### src/rtl/ddr3_traffic_checker_pkg.sv
// Shared state encoding, pattern selectors and LFSR feedback masks for the
// DDR3 write-then-read traffic checker.
package ddr3_tc_pkg;

    typedef enum logic [2:0] {
        ST_IDLE,
        ST_WAIT_INIT,
        ST_WRITE,
        ST_READ,
        ST_DONE
    } state_t;

    localparam int PAT_INC  = 0;
    localparam int PAT_LFSR = 1;
    localparam int PAT_XOR  = 2;

    // Right-shifting Galois feedback masks giving maximal-length sequences
    function automatic logic [63:0] lfsr_taps(input int width);
        logic [63:0] taps;
        case (width)
            8:       taps = 64'h0000_0000_0000_00B8;
            32:      taps = 64'h0000_0000_8020_0003;
            64:      taps = 64'hD800_0000_0000_0000;
            default: taps = 64'h0000_0000_0000_B400;
        endcase
        return taps;
    endfunction

endpackage

### src/rtl/ddr3_traffic_checker_pattern_gen.sv
// Data word generator shared by the write and read phases; restarting it at
// each phase entry makes the read phase replay the written sequence exactly.
module ddr3_pattern_gen
    import ddr3_tc_pkg::*;
#(
    parameter int          DATA_W    = 16,
    parameter int          PATTERN   = PAT_INC,
    parameter logic [63:0] BASE_ADDR = 64'd0,
    parameter logic [63:0] SEED      = 64'hACE1
) (
    input  logic              clk,
    input  logic              resetn,
    input  logic              restart,
    input  logic [15:0]       restart_pass,
    input  logic              step,
    output logic [DATA_W-1:0] word
);

    localparam logic [DATA_W-1:0] TAPS   = DATA_W'(lfsr_taps(DATA_W));
    localparam logic [DATA_W-1:0] SEED_W = DATA_W'(SEED);
    localparam logic [DATA_W-1:0] BASE_W = DATA_W'(BASE_ADDR);

    logic [DATA_W-1:0] val;
    logic [DATA_W-1:0] pass_w;
    logic [DATA_W-1:0] restart_val;
    logic [DATA_W-1:0] step_val;

    // For XOR the register tracks the low address bits; seed and pass are folded in at the output
    always_comb begin
        restart_val = DATA_W'(restart_pass);
        step_val    = val + DATA_W'(1);
        if (PATTERN == PAT_LFSR) begin
            restart_val = SEED_W ^ DATA_W'(restart_pass);
            step_val    = (val >> 1) ^ (val[0] ? TAPS : '0);
        end else if (PATTERN == PAT_XOR) begin
            restart_val = BASE_W;
        end
    end

    always_ff @(posedge clk or negedge resetn) begin
        if (!resetn) begin
            val    <= '0;
            pass_w <= '0;
        end else if (restart) begin
            val    <= restart_val;
            pass_w <= DATA_W'(restart_pass);
        end else if (step) begin
            val <= step_val;
        end
    end

    assign word = (PATTERN == PAT_XOR) ? (val ^ SEED_W ^ pass_w) : val;

endmodule

### config.mk
export PLATFORM = sky130hd
export DESIGN_NAME = ddr3_pattern_gen
export DESIGN_NICKNAME = d
export VERILOG_FILES = /design/src/rtl/ddr3_traffic_checker_pkg.sv /design/src/rtl/ddr3_traffic_checker_pattern_gen.sv
export SDC_FILE = /design/constraint.sdc
export NUM_CORES = 1
export LEC_CHECK = 0
export ABC_AREA = 1
export BUFFER_PORTS_ARGS = -buffer_cell sky130_fd_sc_hd__buf_4
export CORE_ASPECT_RATIO = 1.4
export CORE_MARGIN = 8
export CORE_UTILIZATION = 41
export CTS_CLUSTER_SIZE = 10
export DETAILED_ROUTE_END_ITERATION = 6
export PLACE_DENSITY = 0.68
export SLEW_MARGIN = 40
export SYNTH_ARGS = -nofsm -noshare
export SYNTH_HDL_FRONTEND = slang
export SYNTH_SLANG_ARGS = --single-unit
### constraint.sdc
create_clock -name clk -period 3.2 [get_ports clk]
set_clock_uncertainty 0.15 [all_clocks]
set_input_delay 0.32 -clock clk [delete_from_list [all_inputs] [get_ports clk]]
set_output_delay 0.32 -clock clk [all_outputs]
set_load 0.05 [all_outputs]
# After elaboration in Yosys (flattened, before gate mapping)
# Cells that the tools add are included.
# totals
register_bits,16
in_bits,20
# op_classes
n_addsub,1
n_mux,2
reduce_logical,1
# op_table
operator,count
16-bit 2-to-1 mux,2
"16-bit by 1-bit adder with 16-bit output, second input constant",1
2-bit nonzero test,1

# Logic depth before layout (Yosys ltp)
# depth
depth_word,3
mapped_depth,8

# Worst setup path after synthesis
# OpenSTA, ideal clock, no wires.
# synth_path
kind,register -> register
startpoint,reg val[0] (netlist: word[0])
endpoint,reg val[14] (netlist: word[14])
arrival_ns,1.457
required_time_ns,2.928
path_slack_ns,1.471
stages_incl_launch_ff,7
path_buffers,0
path_cell_list,dfrtp_1 -> ha_1 -> nand3_1 -> nor2_2 -> nand4_1 -> nand3_1 -> nand2_1
# synth_via
elab_chain_cells,3
# synth_lines
item,line_no,rtl
"start, declared",ddr3_traffic_checker_pattern_gen.sv:23,logic [DATA_W-1:0] val;
"start signal, assigned",ddr3_traffic_checker_pattern_gen.sv:45,val <= restart_val;
"start signal, assigned",ddr3_traffic_checker_pattern_gen.sv:48,val <= step_val;
16-bit by 1-bit adder with 16-bit output,ddr3_traffic_checker_pattern_gen.sv:31,step_val = val + DATA_W'(1);
16-bit 2-to-1 mux,ddr3_traffic_checker_pattern_gen.sv:47,end else if (step) begin
16-bit 2-to-1 mux,ddr3_traffic_checker_pattern_gen.sv:44,end else if (restart) begin
# No other way between the ends. The select of a mux whose other input is x is not followed.
# A chain may end at the register's enable or synchronous reset.

# Final worst setup path
# layout_path
startpoint,reg val[0] (netlist: word[0])
endpoint,reg val[12] (netlist: word[12])
# Same word-level chain as after synthesis.

==> metrics <==
worst rel slew slack=61.13%; Pleak=0.6738 nW; die width=58.46 um; critical path arrival=1560 ps; fin crit share=47.29%; post-synthesis register bit count=16; Yosys top cell area share=38.69%; Routed Antenna Nets=0; Synth area leader=dfrtp_1; asr flop ratio synth=100.0%; largest net degree at the start of global routing=17; R2R Setup Slk=1690 ps; worst r2r src=word[0]; CTS sink cnt=16; critical path class=reg2reg; most instantiated cells after synthesis=nand2_1 (40), dfrtp_1 (16), nor2_1 (15); vias in the first global route=1122; post-synthesis instance total=141; Antenna Cells=0; H-tree lvl count=1; crit path launch type=register; hold_sp=restart_pass[0]; vias per inst=4.991; register area share after synthesis=38.69%; hpwl dp=2148 um; RSZ-0062 raised after global routing=false; filler cell count in the final layout=263; GR Util All Layers=13.13%; CTS clk-pin slew, worst paths=100 ps; initial antenna violation count=0; setup violators final=0; r2r worst-path depth=8; share of cells above drive strength 1=26.40%; count leader, synth=nand2_1; Worst Hold Class=in2reg; drt initial violations=24; Yosys warnings=0; Fmax achieved=660.9 MHz; Initial Utilization=43.28%; PortBufs=35; Slew Viols, Final=0; Total Power=0.6178 mW; Inst Count DP=207; met1 Usage GRT=12.70%; Final GP Congestion=0.8151; hold violation total from the final report=0; hold endpoint=word[0]; hold_buf cts=1; DR pass1 iterations=4; CTS resizes=0; CTS buffer count=3; fin crit period=1513 ps; layout overhead on the synthesized area=31.56%; Mapped Nets=162; via count=1058; max reg flops=16; CP Max Fanout=6; post-DR wirelength/cell=12.78 um; DRC Markers=0; grt ovf=0; hold depth=3; VDD IR-drop max=0.0002229 V; GR peak layer=met2; Max Cap Viol=0; M2 GR Usage=25.46%; Layout Cells excl Fill=212; main flop type after synthesis=dfrtp_1; CTS tree=yes; Root Buffer=clkbuf_4; setup repair bufs after CTS=0; Worst EP required=3250 ps; synthesized cell area=1035 sq um; clk buf depth=2; Die ar.=4410 sq um; IO Pins=36; CP Capture Type=register; Avg Inst Size Synth=7.339 sq um; DRT Wirelength=2709 um; global-route wire length before repair=4567 um; Slew @ Worst Pin=582.4 ps; Post-synth EDFFs=0; Area contributors post-synth=dfrtp_1 (39%), nand2_1 (15%), a22oi_1 (8.7%), nand3_1 (5.8%), nor2_1 (5.4%); insertion delay to the later sink of the worst-skew pair=300 ps; distinct cell type count of the synthesized netlist=21; Rows=21; met3 usage=2.703%; status=complete, no violations; setup_tns=0 ps; nets=200; Die Y=75.44 um; CORE AREA=2391 sq um; power density over the cells=453.9 nW/um^2; reg2reg end=word[12]
[final cells by class]
class,count,area [sq um],share of cell area [%]
Clock buffer,4,36.28,2.665
Inverter,15,56.30,4.136
Multi-Input combinational cell,107,553.0,40.62
Sequential cell,16,400.4,29.41
Tap cell,34,42.54,3.125
Timing Repair Buffer,36,272.8,20.04
[through the flow]
| stage | setup WS, ps | hold WS, ps | cell area, sq um | utilization, % |
|---|---|---|---|---|
| after floorplan | 1471 | -125.6 | 1035 | - |
| after global placement | 1490 | 39.90 | 1313 | 54.89 |
| after detailed placement | 1714 | 47.40 | 1315 | 55.00 |
| after CTS | 1686 | 90.75 | 1361 | 56.93 |
| after global routing | 1513 | 99.96 | 1361 | 56.93 |
| final | 1687 | 92.99 | 1361 | 56.93 |
[critical path, stage by stage (launching register included)]
cell and delay [ps]:
dfrtp_1 450, ha_1 230, nand2_1 60, nor2_1 150, nand3_1 100, nand2_1 90, o21ai_0 80, nand2_1 60
nand2_1 40
[logic make-up (layout without fill, tap and decap cells)]
group	after synthesis	after routing	synth area share, %
AND/OR/NAND/NOR	74	74	30.47
AO/OA/AOI/OAI	26	26	16.44
buffers and inverters	18	55	8.102
flip-flops	16	16	38.69
XOR/XNOR	6	6	5.080
adder cells (fa/ha/maj)	1	1	1.209
[cells in the final DEF (no fill, tap or decap), types with 2 or more instances in the layout]
cell type	instances
o21ai_0	3
dfrtp_1	16
nand2_1	40
o21bai_1	2
inv_1	13
a21oi_1	3
nor2_2	3
clkbuf_4	3
nand4_1	2
inv_2	2
a22oi_1	12
xor2_1	3
nand3_1	12
xnor2_1	3
buf_4	35
nor2_1	14
nand2_2	2
o211ai_1	2
o21ai_1	4
[report_power, final]
part	total [mW]	leakage (nW)	internal, mW	switching [mW]
clock	0.140	0.0210	0.0694	0.0704
sequential	0.258	0.193	0.224	0.0333
combinational	0.220	0.460	0.0761	0.144
[routing by layer]
layer | share of wire (%) | vias up | routed length [um]
met5 | 0 | - | 0
met4 | 1.8 | 0 | 50
met3 | 4.3 | 5 | 116
met2 | 53 | 21 | 1435
met1 | 41 | 493 | 1106
li1 | - | 539 | -
[worst max-delay path by stage]
stage	startpoint	end	slack, ps	cells after the start
2_1_floorplan	word[0]	word[14]	1470	6
3_3_place_gp	restart	word[5]	1490	4
3_5_place_dp	word[0]	word[12]	1710	8
4_1_cts	word[0]	word[12]	1690	8
5_1_grt	word[0]	word[12]	1510	8
6_report	word[0]	word[12]	1690	8
Power figures use the tool's default switching activity.
